`config.mk`:
```
export PLATFORM = sky130hd
export DESIGN_NAME = irq_ack_decoder_flat
export DESIGN_NICKNAME = d
export VERILOG_FILES = /design/src/rtl/irq_ack_decoder_if.sv /design/src/rtl/irq_ack_decoder.sv /design/src/flat_wrapper.sv
export SDC_FILE = /design/constraint.sdc
export NUM_CORES = 1
export LEC_CHECK = 0
export ABC_AREA = 1
export BUFFER_PORTS_ARGS = -buffer_cell sky130_fd_sc_hd__buf_4
export CAP_MARGIN = 30
export CORE_MARGIN = 8
export CORE_UTILIZATION = 48
export DETAILED_ROUTE_END_ITERATION = 16
export GPL_TIMING_DRIVEN = 0
export PLACE_DENSITY = 0.78
export SLEW_MARGIN = 40
export SYNTH_ARGS = -nofsm -noshare
export SYNTH_HDL_FRONTEND = slang
export SYNTH_SLANG_ARGS = --single-unit
```
`constraint.sdc`:
```
create_clock -name clk -period 1.3 [get_ports clk]
set_clock_uncertainty 0.15 [all_clocks]
set_input_delay 0.325 -clock clk [delete_from_list [all_inputs] [get_ports clk]]
set_output_delay 0.325 -clock clk [all_outputs]
set_load 0.01 [all_outputs]
```
`src/rtl/irq_ack_decoder_if.sv`:
```
// Signal bundle between the CPU interrupt path and irq_ack_decoder.
// master = CPU / request side (drives requests, ack and EOI indices);
// slave  = irq_ack_decoder (drives pending/in-service state and pulses).
interface irq_ack_decoder_if #(
  parameter int N = 8,
  parameter int W = 3
);
  logic [N-1:0] irq_in;
  logic         ack_valid;
  logic [W-1:0] ack_index;
  logic         eoi_valid;
  logic [W-1:0] eoi_index;
  logic [N-1:0] pending;
  logic [N-1:0] in_service;
  logic         irq_req;
  logic [N-1:0] irq_ack_out;
  logic [N-1:0] eoi_out;
  logic         ack_err;
  logic         eoi_err;

  modport master (
    output irq_in, ack_valid, ack_index, eoi_valid, eoi_index,
    input  pending, in_service, irq_req, irq_ack_out, eoi_out, ack_err, eoi_err
  );

  modport slave (
    input  irq_in, ack_valid, ack_index, eoi_valid, eoi_index,
    output pending, in_service, irq_req, irq_ack_out, eoi_out, ack_err, eoi_err
  );
endinterface

```
`src/rtl/irq_ack_decoder.sv`:
```
// Interrupt pending / in-service tracker.
// Rising edges on irq_in set pending bits. The CPU's ack and EOI indices are
// decoded back into one-hot masks that move bits from pending to in-service
// and retire them, with one-cycle one-hot pulses back to the peripherals.
//
// Handshake: ack_valid and eoi_valid are single-cycle qualifiers with no
// ready/back-pressure; every cycle a valid is high is one command, acted on
// at that rising edge against the state held before the edge. A command that
// hits no tracked bit produces a one-cycle error pulse instead of a change.
//
// N must be 2**W, so every index is in range and needs no bounds handling.
module irq_ack_decoder #(
  parameter int N = 8,
  parameter int W = 3
) (
  input logic            clk,
  input logic            reset,
  irq_ack_decoder_if.slave bus
);

  logic [N-1:0] irq_prev;
  logic [N-1:0] pending_q;
  logic [N-1:0] in_service_q;
  logic [N-1:0] irq_ack_q;
  logic [N-1:0] eoi_q;
  logic         ack_err_q;
  logic         eoi_err_q;

  logic [N-1:0] rise;
  logic [N-1:0] ack_dec;
  logic [N-1:0] eoi_dec;
  logic [N-1:0] ack_hit;
  logic [N-1:0] eoi_hit;
  logic [N-1:0] pending_next;
  logic [N-1:0] in_service_next;
  logic         ack_miss;
  logic         eoi_miss;

  // Edge detect, index decoders, hit masks and next-state vectors.
  always_comb begin
    rise    = bus.irq_in & ~irq_prev;
    ack_dec = '0;
    eoi_dec = '0;
    if (bus.ack_valid) ack_dec[bus.ack_index] = 1'b1;
    if (bus.eoi_valid) eoi_dec[bus.eoi_index] = 1'b1;
    ack_hit  = ack_dec & pending_q;
    eoi_hit  = eoi_dec & in_service_q;
    ack_miss = bus.ack_valid & ~(|ack_hit);
    eoi_miss = bus.eoi_valid & ~(|eoi_hit);
    // A fresh edge in the ack cycle re-arms the line; an EOI and an ack of
    // the same line in one cycle leave it in service.
    pending_next    = (pending_q & ~ack_hit) | rise;
    in_service_next = (in_service_q & ~eoi_hit) | ack_hit;
  end

  // State and one-cycle pulse registers; reset clears everything, no pulses.
  always_ff @(posedge clk) begin
    if (reset) begin
      irq_prev     <= '0;
      pending_q    <= '0;
      in_service_q <= '0;
      irq_ack_q    <= '0;
      eoi_q        <= '0;
      ack_err_q    <= 1'b0;
      eoi_err_q    <= 1'b0;
    end else begin
      irq_prev     <= bus.irq_in;
      pending_q    <= pending_next;
      in_service_q <= in_service_next;
      irq_ack_q    <= ack_hit;
      eoi_q        <= eoi_hit;
      ack_err_q    <= ack_miss;
      eoi_err_q    <= eoi_miss;
    end
  end

  assign bus.pending     = pending_q;
  assign bus.in_service  = in_service_q;
  assign bus.irq_req     = |pending_q;
  assign bus.irq_ack_out = irq_ack_q;
  assign bus.eoi_out     = eoi_q;
  assign bus.ack_err     = ack_err_q;
  assign bus.eoi_err     = eoi_err_q;

endmodule

```
`src/flat_wrapper.sv`:
```
// flat-port wrapper written by rule: the top's interface ports become plain ports
module irq_ack_decoder_flat 
#(
  parameter int N = 8,
  parameter int W = 3
)
  (clk, reset, bus_irq_in, bus_ack_valid, bus_ack_index, bus_eoi_valid, bus_eoi_index, bus_pending, bus_in_service, bus_irq_req, bus_irq_ack_out, bus_eoi_out, bus_ack_err, bus_eoi_err);
  irq_ack_decoder_if #(.N(N), .W(W)) bus_i ();
  input logic clk;
  input logic reset;
  input wire logic [$bits(bus_i.irq_in)-1:0] bus_irq_in;
  input wire logic [$bits(bus_i.ack_valid)-1:0] bus_ack_valid;
  input wire logic [$bits(bus_i.ack_index)-1:0] bus_ack_index;
  input wire logic [$bits(bus_i.eoi_valid)-1:0] bus_eoi_valid;
  input wire logic [$bits(bus_i.eoi_index)-1:0] bus_eoi_index;
  output wire logic [$bits(bus_i.pending)-1:0] bus_pending;
  output wire logic [$bits(bus_i.in_service)-1:0] bus_in_service;
  output wire logic [$bits(bus_i.irq_req)-1:0] bus_irq_req;
  output wire logic [$bits(bus_i.irq_ack_out)-1:0] bus_irq_ack_out;
  output wire logic [$bits(bus_i.eoi_out)-1:0] bus_eoi_out;
  output wire logic [$bits(bus_i.ack_err)-1:0] bus_ack_err;
  output wire logic [$bits(bus_i.eoi_err)-1:0] bus_eoi_err;
  assign bus_i.irq_in = bus_irq_in;
  assign bus_i.ack_valid = bus_ack_valid;
  assign bus_i.ack_index = bus_ack_index;
  assign bus_i.eoi_valid = bus_eoi_valid;
  assign bus_i.eoi_index = bus_eoi_index;
  assign bus_pending = bus_i.pending;
  assign bus_in_service = bus_i.in_service;
  assign bus_irq_req = bus_i.irq_req;
  assign bus_irq_ack_out = bus_i.irq_ack_out;
  assign bus_eoi_out = bus_i.eoi_out;
  assign bus_ack_err = bus_i.ack_err;
  assign bus_eoi_err = bus_i.eoi_err;
  irq_ack_decoder #(.N(N), .W(W)) u_core (.clk(clk), .reset(reset), .bus(bus_i));
endmodule
```
Word level (Yosys, flattened, before mapping)
Cells that the tools add are included.
- input port bits: 18
- register bits after elaboration: 42
- bitwise operators: 14
- reduce and logical (&&, ||, !) cells: 5
- multiplexer cells: 6
- magnitude comparators: 4
- operators with widths (kind ; count):
    $and A8 B8 Y8 ; 5
    $not A8 Y8 ; 3
    $reduce_or A8 Y1 ; 3
    $mux W8 ; 2
    $or A8 B8 Y8 ; 2
    $lt A3 B4 Y1 const B ; 2
    $demux W1 S3 ; 2
    $ge A3 B1 Y1 const B ; 2
    $and A1 B1 Y1 ; 2
    $logic_and A1 B1 Y1 ; 2
    $mux W1 ; 2
    $not A1 Y1 ; 2

Depth between registers and ports, before layout
Gate-level depths: netlist of run 1.
- word-level depth: 9
- depth in mapped cells: 7

Least setup slack after synthesis of run 1
Ideal clock, no wire load.
- path kind: register -> output
- start point: register u_core.pending_q[6] (netlist: u_core.bus.pending[6])
- end point: output port bus_irq_req
- slack: 0.103 ns
- path buffers: 0
- cell stages (with the launch flop): 3
- data arrival time: 0.722 ns
- required time: 0.825 ns
- path through: dfxtp_1 > nor4_1 > nand2_1
- word-level cells in the longest chain between the ends: 1
- ends and longest elaborated chain (what ; RTL line ; source):
    start: declaration ; irq_ack_decoder.sv:22 ; logic [N-1:0] pending_q;
    start signal: assignment ; irq_ack_decoder.sv:68 ; pending_q <= pending_next;
    $reduce_or A8 Y1 ; irq_ack_decoder.sv:79 ; assign bus.irq_req = |pending_q;
    end: declaration ; flat_wrapper.sv:18 ; output wire logic [$bits(bus_i.irq_req)-1:0] bus_irq_req;
No other way between the ends.

Worst setup path in the final report of run 1
- start point: register u_core.pending_q[5] (netlist: u_core.bus.pending[5])
- end point: output port bus_irq_req
Same word-level chain as after synthesis.

==> results of run 1 <==
[through the flow]
| step | area, µm² | total power [W] | util | instances |
|---|---|---|---|---|
| final | 2220 | 0.00233 | 0.747 | 294 |
| after global routing | 2220 | 0.00243 | 0.747 | 294 |
| after CTS | 2140 | 0.00232 | 0.718 | 292 |
| after detailed placement | 1900 | 0.00164 | 0.639 | 276 |
| after global placement | 1900 | 0.00163 | 0.639 | 276 |
| after floorplan | 1470 | 0.00151 | - | 191 |
[logic make-up (layout without fill, tap and decap cells)]
logic type	count (synthesis)	count (layout)	synth area share
AO/OA/AOI/OAI	18	18	0.0621
AND/OR/NAND/NOR	106	106	0.301
buffers and inverters	25	95	0.0655
flip-flops	42	42	0.571
[synth_stat cells]
| master | n |
|---|---|
| o21ai_0 | 2 |
| buf_2 | 2 |
| nor2_4 | 2 |
| nand2_1 | 35 |
| inv_2 | 1 |
| o22ai_1 | 1 |
| dfxtp_1 | 42 |
| nor4_1 | 2 |
| a21oi_1 | 15 |
| nor3b_1 | 1 |
| nor2_1 | 49 |
| nand3_1 | 17 |
| inv_1 | 20 |
| clkbuf_1 | 2 |
[sequential cells by signal, indices dropped and copies added (netlist names)]
signal and count:
u_core.bus.eoi_out 8, u_core.bus.eoi_err 1, u_core.bus.ack_err 1, u_core.bus.irq_ack_out 8
u_core.bus.pending 8, u_core.irq_prev 8, u_core.bus.in_service 8
[worst max-delay path, delay by kind of cell (launching register included)]
kind                   cells  cell delay, ps
flip-flops                 1             370
AND/OR/NAND/NOR            2             370
buffers and inverters      1             140
[layer usage]
| layer | up-vias | global-route usage | share of wire |
|---|---|---|---|
| met3 | 8 | 0.0767 | 0.088 |
| met1 | 631 | 0.156 | 0.41 |
| li1 | 733 | - | - |
| met4 | 0 | 0.0624 | 0.017 |
| met5 | - | 0 | 0 |
| met2 | 60 | 0.264 | 0.49 |
[cells in the final DEF (no fill, tap or decap), types with 3 or more instances in the layout]
cell      synthesis  routed
a21oi_1          15      15
buf_4             0      33
buf_6             0      29
clkbuf_1          2       3
clkbuf_4          0       5
dfxtp_1          42      20
dfxtp_2           0      16
dfxtp_4           0       6
inv_1            20      20
nand2_1          35      35
nand3_1          17      16
nor2_1           49      49
[layout make-up]
cell class,count,share of cell area
buffer,4,0.00787
clock buffer,7,0.0247
clock inverter,1,0.00225
inverter,21,0.0354
multi-input combinational,124,0.256
sequential,42,0.397
tap,33,0.0186
timing repair buffer,62,0.258
[report_power, final]
group	switching (W)	internal (W)
Clock	0.000391	0.000262
Sequential	0.0000395	0.00133
Combinational	0.000149	0.000160
Total	0.000580	0.00175
[worst min path at each step]
stage	start	endpoint	slack (ps)
after global routing	bus_irq_in[7]	u_core.irq_prev[7]	30
after detailed placement	u_core.irq_prev[7]	u_core.bus.pending[7]	270
final	bus_irq_in[3]	u_core.irq_prev[3]	30
after global placement	u_core.irq_prev[7]	u_core.bus.pending[7]	270
after floorplan	u_core.irq_prev[7]	u_core.bus.pending[7]	260
after CTS	bus_irq_in[7]	u_core.irq_prev[7]	10
[timing repair]
item / CTS / global route
resized for setup: 41 / 22
setup endpoints to repair: 17 / 27
hold endpoints to repair: 0 / 0
setup buffers: 8 / 3
pin swaps: 2 / 1
==> results.json, run 1 <==
{
  "outcome": "finished with violations",
  "violations": "setup timing",
  "syn_to_final_growth_pct": 51.2,
  "drc_errors": 0,
  "tightest_slew_ps": 448,
  "fmaxAchievable_ghz": 0.589,
  "leakagePower_nw": 1.09,
  "drtIter0Drc": 76,
  "ys_seq_area_frac": 0.571,
  "critPathKind": "reg2out",
  "yosysTopAreaCellShare": 0.571,
  "slew_headroom": 0.702,
  "multi_input_area_um2": 569,
  "io_pins": 53,
  "cp.arrival_ps": 1220,
  "slew_viol_final": 0,
  "hp-class": "in2reg",
  "ir_drop_mv": 0.702,
  "finalSetupTns_ps": -855,
  "gp_congestion": 0.787,
  "synthTopCellsByArea": "dfxtp_1 (57%), nor2_1 (13%), nand2_1 (8.9%), nand3_1 (5.8%), a21oi_1 (5.1%)",
  "rsz0062_at_grt": "yes",
  "hold_depth": 3,
  "regArea_um2": 883,
  "synth.distinct_cells": 14,
  "layout-drive-gt1-share": 0.379,
  "grt_pass1_wl_mm": 6.19,
  "nets": 278,
  "r2r_setup_slack_ps": 0,
  "ant_nets": 0,
  "num-fill-cells": 238,
  "cts.sinks": 42,
  "dp_hpwl_mm": 2.76,
  "grt_pass1_vias": 1416,
  "rows": 20,
  "finalCritPeriodShare": 1.31,
  "period_minus_slack_ps": 1700,
  "cts.path.max_buffers": 2,
  "crit_fanout": 4,
  "clk_pin_slew_ps": 110,
  "holdBufCountCts": 0,
  "syn_inst": 191,
  "track_usage": 0.155,
  "vias_per_cell": 4.87,
  "ys_warn_count": 0,
  "wl_per_cell_um": 13.0,
  "maxCapViolCount": 0,
  "cts_tree": "done",
  "coreArea_um2": 2980,
  "antenna_cells": 0,
  "r2r_start": "u_core.bus.pending[7]",
  "overflow": 0,
  "clock_latency_ps": 340,
  "synth_area_um2": 1470,
  "drt_pass1_iterations": 4,
  "vias": 1432,
  "rr_worst_depth": 8,
  "die_h_um": 71.4,
  "die_x_um": 71.4,
  "io_buffers": 52,
  "place_ws_ps": -90.0,
  "floorplan.initialDensity": 0.494,
  "required_ps": 820,
  "setup_viol": 9,
  "synth_seq_cells": 42,
  "hold_violations": 0,
  "drt_wl_total_mm": 3.81,
  "crit_start": "u_core.bus.pending[5]",
  "crit_chain": "nor4_4 > nand2_1 > buf_6",
  "dieArea_um2": 5090,
  "whs_ps": 32.8,
  "htree_levels": 2,
  "powerDensity_nw_per_um2": 1050,
  "antenna_found_initial": 0,
  "rr_endpoint": "u_core.bus.ack_err",
  "slowest_delay_ps": 370,
  "cp-endpoint": "bus_irq_req",
  "slowest_stage": "dfxtp_2",
  "avgSynthCellArea_um2": 7.70,
  "yosysTopAreaCell": "dfxtp_1",
  "cp-end-kind": "output pin",
  "synth_nets": 209,
  "grt_max_degree": 13,
  "root_buffer": "clkbuf_4",
  "setup_ws_ps": -397,
  "crit_path_start_kind": "register",
  "cts_buffers": 5
}
(Power assumes the default switching activity.)
==> inputs of run 2 (changes only) <==
- BUFFER_PORTS_ARGS: -buffer_cell sky130_fd_sc_hd__buf_4 -> -buffer_cell sky130_fd_sc_hd__buf_2
- CORE_MARGIN: 8 -> 3
- GPL_TIMING_DRIVEN: 0 -> not set
==> run 2 against run 1 <==
The run still ends with setup timing left. Global-route usage up 7.0 points. Register-to-register slack better by 40 ps. Power grew 9.3%. Cell count increased by 4.1%. Clock power increased by 26%.
==> results.json, run 2 (synthesized netlist as in run 1, its figures left out) <==
{
  "finalInstanceArea_um2": 2290,
  "dieArea_um2": 3770,
  "cts_buffers": 5,
  "outcome": "finished with violations",
  "num-fill-cells": 191,
  "drc_errors": 0,
  "r2r_start": "u_core.bus.pending[2]",
  "crit_start": "u_core.bus.pending[2]",
  "switching_share": 0.248,
  "io_pins": 53,
  "powerDensity_nw_per_um2": 1110,
  "syn_to_final_growth_pct": 55.9,
  "overflow": 0,
  "wl_per_cell_um": 13.1,
  "maxCapViolCount": 0,
  "crit_path_start_kind": "register",
  "track_usage": 0.225,
  "setup_viol": 13,
  "drt_pass1_iterations": 4,
  "leakagePower_nw": 1.16,
  "setup_ws_ps": -379,
  "cp-end-kind": "output pin",
  "finalCritPeriodShare": 1.29,
  "slowest_delay_ps": 360,
  "rsz0062_at_grt": "yes",
  "floorplan.initialDensity": 0.520,
  "cts_tree": "done",
  "place_ws_ps": -106,
  "crit_fanout": 2,
  "drt_wl_total_mm": 4.01,
  "cts.sinks": 42,
  "p_comb_frac": 0.140,
  "clock_latency_ps": 360,
  "final_cell_mix": "nor2_1 (49), nand2_1 (34), buf_2 (31), buf_6 (29), dfxtp_1 (21)",
  "antenna_found_initial": 0,
  "slew_headroom": 0.702,
  "regArea_um2": 870,
  "placed_cell_area_um2": 1870,
  "rows": 19,
  "final_common_cell": "nor2_1",
  "htree_levels": 2,
  "ant_nets": 0,
  "gp_congestion": 0.895,
  "grt_pass1_wl_mm": 6.07,
  "cp.arrival_ps": 1200,
  "die_h_um": 61.4,
  "violations": "setup timing",
  "tightest_slew_ps": 445,
  "hp-start": "bus_irq_in[2]",
  "cts.path.max_buffers": 2,
  "multi_input_area_um2": 584,
  "intPower_w": 0.00192,
  "critPathKind": "reg2out",
  "cp_top_family": "flip-flops",
  "die_x_um": 61.4,
  "grt_max_degree": 28,
  "period_minus_slack_ps": 1680,
  "required_ps": 820,
  "p_switching_w": 0.000632,
  "layout-drive-gt1-share": 0.433,
  "nets": 292,
  "p_seq_frac": 0.536,
  "io_buffers": 52,
  "ir_drop_mv": 0.879,
  "crit_chain": "nor4_4 > nand2_1 > buf_2",
  "drtIter0Drc": 54,
  "final_core_util": 0.811,
  "dp_hpwl_mm": 2.56,
  "antenna_cells": 0,
  "clk_pin_slew_ps": 120,
  "slowest_stage": "dfxtp_2",
  "finalSetupTns_ps": -1320,
  "vias_per_cell": 4.88,
  "vias": 1493,
  "grt_pass1_vias": 1396,
  "hp-class": "in2reg",
  "fmaxAchievable_ghz": 0.596,
  "slew_viol_final": 0,
  "root_buffer": "clkbuf_4",
  "crit_buf_inv": 1,
  "p_total_w": 0.00255,
  "p_clk_frac": 0.323,
  "hold_violations": 0,
  "coreArea_um2": 2830
}
==> run 2: final timing paths <==
| kind | depth (start not counted) | slack (ps) | to |
|---|---|---|---|
| setup / recovery | 3 | -380 | bus_irq_req |
| hold / removal | 3 | 30 | u_core.irq_prev[2] |
| hold reg to reg | 1 | 310 | u_core.bus.pending[7] |
| setup reg to reg | 8 | 40 | u_core.bus.ack_err |
==> run 2: power by group through the flow <==
stage | clock [W] | sequential (W) | combinational (W)
after floorplan | 0 | 0.00140 | 0.000113
after detailed placement | 0 | 0.00138 | 0.000265
final | 0.000823 | 0.00137 | 0.000358
after CTS | 0.000828 | 0.00136 | 0.000331
after global placement | 0 | 0.00138 | 0.000262
after global routing | 0.000886 | 0.00137 | 0.000395
==> run 2: repair_timing <==
action                     in CTS  in global routing
setup buffers                  10                  6
pin swaps                       0                  4
setup endpoints to repair      18                 34
resized for setup              42                 20
hold buffers                    0                  0
==> run 2: layout make-up <==
cell class                 count  share of cell area
inverter                      21              0.0344
timing repair buffer          80               0.281
multi-input combinational    124               0.255
clock inverter                 3              0.0175
sequential                    42               0.379
tap                           31              0.0169
clock buffer                   5              0.0164
==> run 2: metrics by stage <==
step | hold WS (ps) | instances
global route | 46.3 | 306
floorplan | 258 | 191
CTS | 26.3 | 302
finish | 28.1 | 306
global placement | 268 | 284
detailed placement | 284 | 284
==> run 2: metal layers <==
metal / vias up / wire length [µm] / part of all wire / track usage
met2: 54 / 2080 / 0.52 / 0.391
met1: 675 / 1600 / 0.40 / 0.254
li1: 757 / - / - / -
met4: 0 / 63 / 0.016 / 0.0879
met5: - / 0 / 0 / 0
met3: 7 / 263 / 0.066 / 0.0734
==> run 2: tightest hold or removal path, delay by kind of cell <==
kind / cells / cell delay (ps)
buffers and inverters: 2 / 110
AND/OR/NAND/NOR: 1 / 70
==> inputs of run 3 (changes only) <==
- RECOVER_POWER: not set -> 100
==> run 3 against run 2 <==
Final area decreased by 2.0%. The flow still finishes with violations (setup timing). Critical endpoint unchanged. First-iteration DRC count rose by 3.7%. Die area unchanged. Critical path type unchanged. Power is 0.73% lower.
==> results.json, run 3 (synthesized netlist as in run 1, its figures left out) <==
{
  "outcome": "finished with violations",
  "violations": "setup timing",
  "die_h_um": 61.4,
  "final_common_cell": "nor2_1",
  "antenna_cells": 0,
  "clk_pin_slew_ps": 120,
  "tightest_slew_ps": 530,
  "antenna_found_initial": 0,
  "setup_viol": 18,
  "grtUsageMet3": 0.0734,
  "grt_max_degree": 28,
  "p_clk_frac": 0.326,
  "drt_wl_total_mm": 4.01,
  "p_total_w": 0.00253,
  "dp_hpwl_mm": 2.56,
  "critPathKind": "reg2out",
  "vias_per_cell": 4.91,
  "p_comb_frac": 0.135,
  "hp-class": "in2reg",
  "slew_headroom": 0.647,
  "cts_tree": "done",
  "busiest_layer": "met2",
  "final_core_util": 0.795,
  "p_seq_frac": 0.539,
  "final_cell_mix": "nor2_1 (49), nand2_1 (34), dfxtp_1 (30), buf_2 (29), buf_6 (26)",
  "regArea_um2": 858,
  "cts.sinks": 42,
  "clock_latency_ps": 350,
  "whs_ps": 27.7,
  "grt_pass1_wl_mm": 6.07,
  "intPower_w": 0.00190,
  "nets": 292,
  "finalSetupTns_ps": -1970,
  "ant_nets": 0,
  "cts_buffers": 5,
  "num-fill-cells": 205,
  "cp.arrival_ps": 1210,
  "root_buffer": "clkbuf_4",
  "required_ps": 820,
  "powerDensity_nw_per_um2": 1120,
  "overflow": 0,
  "switching_share": 0.249,
  "setup_ws_ps": -380,
  "layout-drive-gt1-share": 0.382,
  "maxCapViolCount": 0,
  "vias": 1503,
  "cp-end-kind": "output pin",
  "leakagePower_nw": 1.14,
  "wl_per_cell_um": 13.1,
  "drt_pass1_iterations": 4,
  "fmaxAchievable_ghz": 0.595,
  "slew_viol_final": 0,
  "floorplan.initialDensity": 0.520,
  "grt_util_met1": 0.254,
  "crit_fanout": 2,
  "htree_levels": 2,
  "syn_to_final_growth_pct": 52.8,
  "io_buffers": 52,
  "gp_congestion": 0.895,
  "grt_pass1_vias": 1396,
  "dieArea_um2": 3770,
  "die_x_um": 61.4,
  "ir_drop_mv": 0.874,
  "grt_util_met2": 0.391,
  "rows": 19,
  "track_usage": 0.225,
  "cts.path.max_buffers": 2,
  "holdBufCountCts": 0,
  "p_switching_w": 0.000631,
  "coreArea_um2": 2830,
  "crit_path_start_kind": "register",
  "drc_errors": 0,
  "io_pins": 53,
  "rsz0062_at_grt": "yes",
  "period_minus_slack_ps": 1680,
  "multi_input_area_um2": 584,
  "finalCritPeriodShare": 1.29,
  "hold_violations": 0,
  "drtIter0Drc": 56
}
-- run 3: cell types whose count changed in the layout (fill, tap and decap cells not counted) --
cell and change:
clkbuf_1 +4, clkbuf_4 +1, dfxtp_1 +9, buf_12 -1, dfxtp_2 -9, buf_2 -2, buf_4 -1, clkbuf_2 +1
buf_6 -3, clkdlybuf4s15_1 +1
-- run 3: cell type report --
type | count | share of cell area
multi-input combinational | 124 | 0.260
tap | 31 | 0.0173
inverter | 21 | 0.0351
sequential | 42 | 0.382
clock inverter | 3 | 0.0178
clock buffer | 5 | 0.0167
timing repair buffer | 80 | 0.272
-- run 3: path summary, 6_finish.rpt --
check	start	endpoint	slack, ps	cells after the start
worst max-delay path	u_core.bus.pending[2]	bus_irq_req	-380	3
worst min-delay path	bus_irq_in[2]	u_core.irq_prev[2]	30	3
worst max register to register	u_core.bus.pending[6]	u_core.bus.ack_err	-40	7
worst min register to register	u_core.irq_prev[7]	u_core.bus.pending[7]	320	1
-- run 3: critical path: stages, from the launching register on --
cell and delay (ps):
dfxtp_2 360, nor4_4 260, nand2_1 90, buf_2 150
-- run 3: per-stage QoR --
stage          setup WS, ps  cells  instance area, µm²
2_1_floorplan           103    191                1470
3_3_place_gp           -100    284                1870
3_5_place_dp           -106    284                1870
4_1_cts                -385    302                2180
5_1_grt                -432    306                2250
6_report               -380    306                2250
-- run 3: metal layers --
metal  vias to the layer above  wire [µm]
li1                        758          -
met1                       679       1570
met2                        59       2090
met3                         7        288
met4                         0         63
met5                         -          0
-- run 3: power groups by stage --
stage,clock network (W),registers [W],logic (W)
after CTS,0.000828,0.00136,0.000331
after global routing,0.000886,0.00137,0.000378
after floorplan,0,0.00140,0.000113
after global placement,0,0.00138,0.000262
after detailed placement,0,0.00138,0.000265
final,0.000825,0.00136,0.000342
-- run 3: repair_timing --
action,in CTS,in global routing
resized for setup,42,20
endpoints found under the setup margin,18,34
pin swaps,0,4
buffers inserted,10,6
